==> src/rtl/eth_mac_tx_xgmii.sv <==
// eth_mac_tx_xgmii: 32-bit XGMII transmit framer.
// Emits start, preamble, payload, pad, FCS, terminate and IPG words, gated by i_clk_en.
module eth_mac_tx_xgmii #(
   parameter int MIN_IPG     = 12,
   parameter int MIN_PAYLOAD = 60
) (
   input  logic        i_clk,
   input  logic        i_reset,
   input  logic        i_clk_en,
   input  logic [31:0] i_tx_data,
   input  logic [3:0]  i_tx_keep,
   input  logic        i_tx_last,
   input  logic        i_tx_valid,
   output logic        o_tx_ready,
   output logic [3:0]  o_xgmii_ctrl,
   output logic [31:0] o_xgmii_data
);

   localparam logic [31:0] W_IDLE = 32'h07070707;
   localparam logic [31:0] W_ERR  = 32'hFEFEFEFE;
   localparam logic [31:0] W_SOF  = 32'h555555FB;
   localparam logic [31:0] W_PRE  = 32'hD5555555;
   localparam logic [7:0]  MINP   = 8'(MIN_PAYLOAD);
   localparam logic [7:0]  MIPG   = 8'(MIN_IPG);

   typedef enum logic [2:0] {
      S_IDLE, S_PRE, S_DATA, S_TAIL, S_IPG
   } state_t;

   state_t      state_q;
   logic [31:0] crc_q;
   logic [7:0]  cnt_q;
   logic [7:0]  pad_q;
   logic [7:0]  tpos_q;
   logic [7:0]  ipg_q;
   logic [3:0]  ctrl_q;
   logic [31:0] data_q;

   logic        in_data;
   logic [2:0]  nbytes;
   logic [7:0]  tot;
   logic [7:0]  pad_d;
   logic [7:0]  pad_w;
   logic [7:0]  t;
   logic [7:0]  ipg_d;
   logic [31:0] crc_d;
   logic [31:0] fcs;
   logic [1:0]  fidx;
   logic [31:0] wd;
   logic [3:0]  wc;
   logic        term;
   logic [7:0]  term_idles;

   // reflected CRC-32 over one byte, poly 04C11DB7
   function automatic logic [31:0] crc8(input logic [31:0] c, input logic [7:0] b);
      logic [31:0] r;
      r = c ^ {24'h0, b};
      for (int n = 0; n < 8; n++)
         r = r[0] ? ((r >> 1) ^ 32'hEDB88320) : (r >> 1);
      return r;
   endfunction

   assign o_tx_ready   = (state_q == S_DATA) && i_clk_en;
   assign o_xgmii_ctrl = ctrl_q;
   assign o_xgmii_data = data_q;
   assign ipg_d        = ipg_q + 8'd4;

   // Lane builder: payload lanes, then tail stream (pad, FCS, /T/, idle).
   // Tail index t counts bytes after the last payload byte; CRC chains lane by lane.
   always_comb begin
      in_data = (state_q == S_DATA);
      nbytes  = 3'd4;
      if (i_tx_last) begin
         if (i_tx_keep[3])      nbytes = 3'd4;
         else if (i_tx_keep[2]) nbytes = 3'd3;
         else if (i_tx_keep[1]) nbytes = 3'd2;
         else                   nbytes = 3'd1;
      end
      tot        = cnt_q + 8'(nbytes);
      pad_d      = (tot >= MINP) ? 8'd0 : MINP - tot;
      pad_w      = in_data ? pad_d : pad_q;
      crc_d      = crc_q;
      wd         = W_IDLE;
      wc         = 4'hF;
      term       = 1'b0;
      term_idles = 8'd0;
      t          = 8'd0;
      fcs        = 32'd0;
      fidx       = 2'd0;
      for (int i = 0; i < 4; i++) begin
         t    = in_data ? 8'(i) - 8'(nbytes) : tpos_q + 8'(i);
         fcs  = ~crc_d;
         fidx = 2'(t - pad_w);
         if (in_data && (3'(i) < nbytes)) begin
            wd[8*i +: 8] = i_tx_data[8*i +: 8];
            wc[i]        = 1'b0;
            crc_d        = crc8(crc_d, i_tx_data[8*i +: 8]);
         end else if (t < pad_w) begin
            wd[8*i +: 8] = 8'h00;
            wc[i]        = 1'b0;
            crc_d        = crc8(crc_d, 8'h00);
         end else if (t < pad_w + 8'd4) begin
            wd[8*i +: 8] = fcs[8*fidx +: 8];
            wc[i]        = 1'b0;
         end else if (t == pad_w + 8'd4) begin
            wd[8*i +: 8] = 8'hFD;
            wc[i]        = 1'b1;
            term         = 1'b1;
            term_idles   = 8'(4 - i);
         end
      end
   end

   // Frame sequencer: one XGMII word per enabled cycle, held otherwise.
   always_ff @(posedge i_clk or posedge i_reset) begin
      if (i_reset) begin
         state_q <= S_IDLE;
         ctrl_q  <= 4'hF;
         data_q  <= W_IDLE;
         crc_q   <= '1;
         cnt_q   <= '0;
         pad_q   <= '0;
         tpos_q  <= '0;
         ipg_q   <= MIPG;
      end else if (i_clk_en) begin
         unique case (state_q)
            S_IDLE: begin
               ctrl_q <= 4'hF;
               data_q <= W_IDLE;
               if (i_tx_valid && (ipg_q >= MIPG)) begin
                  ctrl_q  <= 4'h1;
                  data_q  <= W_SOF;
                  crc_q   <= '1;
                  cnt_q   <= '0;
                  state_q <= S_PRE;
               end
            end
            S_PRE: begin
               ctrl_q  <= 4'h0;
               data_q  <= W_PRE;
               state_q <= S_DATA;
            end
            S_DATA: begin
               if (i_tx_valid) begin
                  ctrl_q <= wc;
                  data_q <= wd;
                  crc_q  <= crc_d;
                  cnt_q  <= (cnt_q >= MINP) ? cnt_q : tot;
                  if (i_tx_last) begin
                     pad_q   <= pad_d;
                     tpos_q  <= 8'(3'd4 - nbytes);
                     state_q <= S_TAIL;
                  end
               end else begin
                  ctrl_q <= 4'hF;
                  data_q <= W_ERR;
               end
            end
            S_TAIL: begin
               ctrl_q <= wc;
               data_q <= wd;
               crc_q  <= crc_d;
               tpos_q <= tpos_q + 8'd4;
               if (term) begin
                  ipg_q   <= term_idles;
                  state_q <= (term_idles >= MIPG) ? S_IDLE : S_IPG;
               end
            end
            S_IPG: begin
               ctrl_q <= 4'hF;
               data_q <= W_IDLE;
               ipg_q  <= ipg_d;
               if (ipg_d >= MIPG) state_q <= S_IDLE;
            end
            default: state_q <= S_IDLE;
         endcase
      end
   end

endmodule
==> config.mk <==
export PLATFORM = sky130hd
export DESIGN_NAME = eth_mac_tx_xgmii
export DESIGN_NICKNAME = d
export VERILOG_FILES = /design/src/rtl/eth_mac_tx_xgmii.sv
export SDC_FILE = /design/constraint.sdc
export NUM_CORES = 1
export LEC_CHECK = 0
export CORE_ASPECT_RATIO = 1.5
export CORE_MARGIN = 10
export CORE_UTILIZATION = 25
export CTS_BUF_LIST = sky130_fd_sc_hd__clkbuf_16
export DETAILED_ROUTE_END_ITERATION = 6
export PLACE_DENSITY = 0.38
export SYNTH_ARGS = -nofsm -noshare
export SYNTH_HDL_FRONTEND = slang
export SYNTH_SLANG_ARGS = --single-unit
==> constraint.sdc <==
create_clock -name i_clk -period 11.08 [get_ports i_clk]
set_clock_uncertainty 0.05 [all_clocks]
set_input_delay 2.216 -clock i_clk [delete_from_list [all_inputs] [get_ports i_clk]]
set_output_delay 2.216 -clock i_clk [all_outputs]
set_load 0.03 [all_outputs]
Yosys cells after proc, flatten, opt, wreduce, memory -nomap -nowiden

Cells that the tools add are included.

Equality and inequality tests: 14
Magnitude comparators: 17
Bitwise logic cells: 72
Shifts and indexed selects: 4
Reduce and logical (&&, ||, !) cells: 19
$add $sub $neg: 17
Multiplexer cells: 167

Operator list:

| operator                                                                            | count |
|---|---|
| 32-bit two-way mux                                                                  | 75 |
| 13-bit inverter with 14-bit output                                                  | 64 |
| 8-bit two-way mux                                                                   | 43 |
| 32-bit case mux with 5 select lines                                                 | 1 |
| 32-bit inverter                                                                     | 4 |
| 32-bit by 6-bit variable part select with 8-bit output                              | 4 |
| 32-bit by 8-bit bitwise XOR with 32-bit output                                      | 4 |
| 32-bit case mux with 3 select lines                                                 | 1 |
| 8-bit less-than comparator                                                          | 8 |
| 8-bit case mux with 2 select lines                                                  | 3 |
| 8-bit == test                                                                       | 4 |
| 31-bit two-way mux                                                                  | 1 |
| 3-bit two-way mux                                                                   | 10 |
| 1-bit two-way mux                                                                   | 28 |
| 8-bit by 3-bit adder with 8-bit output, second input constant                       | 3 |
| 8-bit by 4-bit greater-or-equal comparator with 1-bit output, second input constant | 3 |
| 4-bit case mux with 5 select lines                                                  | 1 |
| 8-bit by 2-bit adder with 8-bit output, second input constant                       | 2 |
| 8-bit by 6-bit greater-or-equal comparator with 1-bit output, second input constant | 2 |
| 3-bit case mux with 5 select lines                                                  | 1 |
| 2-bit inequality test, second input constant                                        | 6 |
| 4-bit AND reduction                                                                 | 3 |
| 8-bit by 1-bit adder with 8-bit output, second input constant                       | 1 |
| 8-bit by 3-bit adder with 8-bit output                                              | 1 |
| 21 further kinds                                                                    | 37 |

Output and inout bits: 37
Bits of input ports: 41
Logic and storage cells: 318
Flip-flop bits (word level): 103

Depth between registers and ports, before layout

Word-level depth: 74
Mapped depth: 41
Gate-level depth less buffers: 37

Worst setup path before layout

OpenSTA, ideal clock, no wires.

Kind: input -> register
Start point: in i_tx_keep[3]
End point: reg crc_q[20]
Stages: 36
Setup slack: 520 ps
Arrival time: 10416 ps
Path buffers: 2
Required time: 10936 ps
Library setup time: 94 ps
Path through: nand2b_1 inv_1 o21ai_1 inv_1 ha_1 fa_1 a21o_1 nand2_1 xor2_1 nor2_1 a21o_1 inv_1 nand2_1 o21ai_0 inv_1 ha_1 nand3_1 a21oi_1 clkbuf_1 o31ai_1 o21ai_2 xor2_1 xnor3_1 o21ai_0 nand3_2 xor2_4 xnor3_1 xnor2_1 o22a_1 buf_2 xnor3_1 xor2_2 xnor2_1 a2bb2oi_1 nor2_1 a311oi_1

Word-level cells in the longest chain between the ends: 52
Elaborated cells between the ends (all ways): 132
Those cells by class: 6 x add/sub; 9 x order compare; 66 x mux; 47 x bitwise; 4 x reduce/logical

RTL lines:

| item                                                                                                                        | RTL line | text |
|---|---|---|
| start, declared                                                                                                             | 11       | `input logic [3:0] i_tx_keep,` |
| 3-bit two-way mux *                                                                                                         | 74       | `if (i_tx_keep[3]) nbytes = 3'd4;` |
| 3-bit two-way mux *                                                                                                         | 73       | `if (i_tx_last) begin` |
| 8-bit by 3-bit adder with 8-bit output                                                                                      | 79       | `tot = cnt_q + 8'(nbytes);` |
| 6-bit by 8-bit subtractor with 8-bit output or 8-bit by 6-bit greater-or-equal comparator with 1-bit output (tied branches) | 80       | `pad_d = (tot >= MINP) ? 8'd0 : MINP - tot;` |
| 8-bit two-way mux                                                                                                           | 80       |  |
| 8-bit two-way mux                                                                                                           | 81       | `pad_w = in_data ? pad_d : pad_q;` |
| 8-bit less-than comparator                                                                                                  | 98       | `end else if (t < pad_w) begin` |
| 32-bit two-way mux                                                                                                          | 98       |  |
| [... 36 more ...]                                                                                                           | n/a      |  |
| 13-bit inverter with 14-bit output (no line) or 32-bit two-way mux (tied branches)                                          | n/a      |  |
| 32-bit two-way mux or 13-bit inverter with 14-bit output (tied branches)                                                    | n/a      |  |
| 13-bit inverter with 14-bit output (no line) or 32-bit two-way mux (tied branches)                                          | n/a      |  |
| 32-bit two-way mux or 13-bit inverter with 14-bit output (tied branches)                                                    | n/a      |  |
| 32-bit two-way mux (on tied branches)                                                                                       | 98, 59   |  |
| 32-bit two-way mux *                                                                                                        | 94       | `if (in_data && (3'(i) < nbytes)) begin` |
| 32-bit two-way mux                                                                                                          | 144      | `if (i_tx_valid) begin` |
| 32-bit case mux with 3 select lines *                                                                                       | 126      | `unique case (state_q)` |
| end signal, assigned                                                                                                        | 147      | `crc_q <= crc_d;` |
| end signal, assigned                                                                                                        | 162      | `crc_q <= crc_d;` |
| end, declared                                                                                                               | 31       | `logic [31:0] crc_q;` |

Mark *: on every way between the ends. The rest lies on a longest branch, timed or not. The select of a mux whose other input is x is not followed.
A chain may end at the register's enable or synchronous reset.

Worst setup path after layout

Start point: in i_tx_keep[3]
End point: reg data_q[26], in the netlist o_xgmii_data[26]

Word-level cells in the longest chain between the ends: 45
Elaborated cells between the ends (all ways): 109
Those cells by class: 8 x add/sub; 10 x order compare; 1 x shift; 51 x mux; 35 x bitwise; 4 x reduce/logical

RTL lines:

| item                                                                                                                        | RTL line | text |
|---|---|---|
| 3-bit two-way mux *                                                                                                         | 74       |  |
| 3-bit two-way mux *                                                                                                         | 73       |  |
| 8-bit by 3-bit adder with 8-bit output                                                                                      | 79       |  |
| 6-bit by 8-bit subtractor with 8-bit output or 8-bit by 6-bit greater-or-equal comparator with 1-bit output (tied branches) | 80       |  |
| 8-bit two-way mux                                                                                                           | 80       |  |
| 8-bit two-way mux                                                                                                           | 81       |  |
| 8-bit less-than comparator                                                                                                  | 98       |  |
| 32-bit two-way mux                                                                                                          | 98       |  |
| [... 29 more ...]                                                                                                           | n/a      |  |
| 32-bit two-way mux                                                                                                          | 94       |  |
| 32-bit inverter                                                                                                             | 92       | `fcs = ~crc_d;` |
| 32-bit by 6-bit variable part select with 8-bit output                                                                      | 103      | `wd[8*i +: 8] = fcs[8*fidx +: 8];` |
| 8-bit two-way mux                                                                                                           | 102      | `end else if (t < pad_w + 8'd4) begin` |
| 8-bit two-way mux                                                                                                           | 98       |  |
| 8-bit two-way mux *                                                                                                         | 94       |  |
| 32-bit two-way mux                                                                                                          | 144      |  |
| 32-bit case mux with 5 select lines *                                                                                       | 126      |  |
| end signal, assigned                                                                                                        | 146      | `data_q <= wd;` |
| end signal, assigned                                                                                                        | 161      | `data_q <= wd;` |
| end, declared                                                                                                               | 37       | `logic [31:0] data_q;` |

Mark *: on every way between the ends. The rest lies on a longest branch, timed or not.

==> flow_summary.ini <==
[logic_synthesis]
synth_cell_type_count = 93
synthFlopType = dfrtp_1
synthesis.area_mm2 = 0.0167
synth_area_per_cell_um2 = 8.18
syn_nets = 2161
synthArstFlopShare_pct = 100
ys_seq_area_share_pct = 15.5
synth_seq_cells = 101
synth_top_area_share_pct = 17.5
synth_area_leaders = xnor2_1 17%, xor2_1 7.9%, dfstp_2 7.9%
yosys_warnings = 0
synth_edf_count = 0
synth_most_common_cell = xnor2_1
synth_top_cell_by_area = xnor2_1
synth.top_cells.by_count = 333 x xnor2_1, 183 x nand2_1, 164 x nor2_1
syn-instance-count = 2043

[sta]
finalWorstSetupSlack_ns = 0.561
slew_headroom_pct = 24.8
slew_viol_final = 0
timing.fmax_ghz = 0.0951
finalCriticalPeriod_ns = 10.52
tightest_slew_ns = 1.12
setup_viol = 0
hold_viol = 0
finalCritPeriodShare_pct = 94.9
rsz0062_at_grt = false
timing.hold.ws_ns = 0.440

[cells_and_area]
layout-drive-gt1-share_pct = 20.3
nets = 2420
fin_cells = 3192
syn_to_final_growth_pct = 24.7
antenna_cells = 0

[cts]
cts_max_level = 3
cts_buffers = 9
cts_tree = done
clk_transition_reported_paths_ns = 0.11
cts-root-buf = clkbuf_16
clkSinkCount = 101
cts_max_path_buffers = 2
clk-insertion-delay-late_ns = 0.42

[worst_setup_path]
critPathMaxFanout = 7
critPathRequiredTime_ns = 11.37
cpPeakStageDelay_ns = 0.57
crit_type = input pin to flip-flop
r2r_setup_slack_ns = 2.75
crit_family = compound AO/OA/AOI/OAI gates
arrival_ns = 10.81
r2r_cells = 40
path_buf_inv = 14
cp.depth = 45
crit_top_cell = buf_4
worstSetupEndpointType = flip-flop
reg2reg_from = cnt_q[0]
start_kind = input pin
crit_slowest_cell = a221oi_1
reg2reg_to = o_xgmii_data[26]

[global_routing]
use_met2_pct = 40.1
grt_use_total_pct = 21.1
grt_start_max_net_pins = 54
grt_use_met3_pct = 1.46
use_met1_pct = 22.3
grt-ovfl-total = 0
first_global_vias = 16689
antenna_found_initial = 0
grt-busiest-layer = met2
grt_pass1_wl_um = 119000

[placement]
portBuffers = 76
dp_cells = 3174
pre_cts_ws_ns = -0.346
gp_congestion = 0.932
dpl.hpwl_um = 68300

[run_status]
status = complete, no violations

[detailed_routing]
vias = 16352
drt_iter0_drc = 1018
vias_per_cell = 5.12
first_pass_iters = 5
wirelength_um = 83500
post-route-drc-count = 0
wl_per_cell_um = 26.2
ant_nets = 0

[hold_path]
whs_endpoint = pad_q[1]
hp-class = flip-flop to flip-flop
min_path_cells = 2
hp-start = pad_q[1]

[floorplanning]
die_h_um = 337
pin_count = 78
dieArea_mm2 = 0.0778
core_area_mm2 = 0.0665
row_count = 116
dieWidth_um = 231
start_util_pct = 25.1

[run]
max_cap_violations = 0
## logic make-up (layout without fill, tap and decap cells)
family / Yosys count / count (layout) / synth area share (%)
xor gates and xnor gates: 545 / 545 / 33.2
adders and majority gates: 77 / 77 / 5.99
DFF: 101 / 101 / 15.5
muxes: 55 / 55 / 4.56
buffers and inverters: 175 / 439 / 4.24
AOI/OAI and AO/OA: 556 / 556 / 21.7
and+or+nand+nor: 534 / 534 / 14.7
## per-stage QoR
step / TNS [ns] / utilization [%] / area, µm²
after CTS: 0 / 31.2 / 20700
after floorplan: 0 / - / 16700
final: 0 / 31.3 / 20800
after global placement: -3.02 / 30.7 / 20400
after detailed placement: -2.97 / 30.7 / 20400
after global routing: 0 / 31.3 / 20800
## worst reg2reg max path: cells and delay by family, from the launching register on
kind,cells,cell delay (ns)
compound gates,13,2.70
buf+inv,11,1.79
xor+xnor,5,1.37
fa+ha+maj,4,1.26
simple gates,7,0.65
flops,1,0.41
## what timing repair did
action | in CTS | in global routing
hold buffers | 0 | 0
setup buffers | 0 | 2
endpoints found under the setup margin | 0 | 28
resized for setup | 0 | 16
## registers in the layout, indices dropped and copies added (netlist names)
signal        count
crc_q            32
pad_q             8
tpos_q            8
o_xgmii_data     32
o_xgmii_ctrl      4
cnt_q             8
ipg_q             6
state_q           3
## cell usage in the layout (no fill, tap or decap), types with 15 or more instances in the layout
cell,count
a21oi_1,136
xnor3_1,37
xnor2_1,329
o22ai_1,26
mux2i_1,30
o21a_1,25
nor2b_1,17
nor3_1,19
inv_1,39
xor2_1,150
mux4_2,16
a31oi_1,15
ha_1,70
a221oi_1,17
a211oi_1,28
dfrtp_1,51
nand4_1,23
nor2_1,159
buf_4,300
o21ai_0,143
nand2b_1,20
clkdlybuf4s50_1,76
dfstp_2,50
o211ai_1,33
nand2_1,183
nand3_1,35
## cell type report
cell class	instances	area, µm²
fillers	7210	45600
multi-input cells	1767	13500
repair buffers	383	3150
flip-flops and latches	101	2590
well taps	885	1110
clock buffers	9	225
inverters	40	153
clock inverters	7	93.8
## per-layer routing
layer,wire length (µm),vias up
li1,-,7731
met1,31200,8086
met2,44800,397
met3,2170,138
met4,5360,0
met5,0,-
## worst max-delay path by stage
stage	startpoint	endpoint	slack, ns
2_1_floorplan	i_tx_keep[3]	crc_q[20]	0.52
3_3_place_gp	i_tx_keep[3]	crc_q[17]	-0.39
3_5_place_dp	i_tx_keep[3]	crc_q[17]	-0.35
4_1_cts	i_tx_keep[3]	crc_q[17]	0.06
5_1_grt	i_tx_keep[3]	crc_q[25]	0.009
6_report	i_tx_keep[3]	o_xgmii_data[26]	0.56
Power is not shown: default switching activity piles up to over one toggle a cycle in this logic, so the estimate is an artifact.
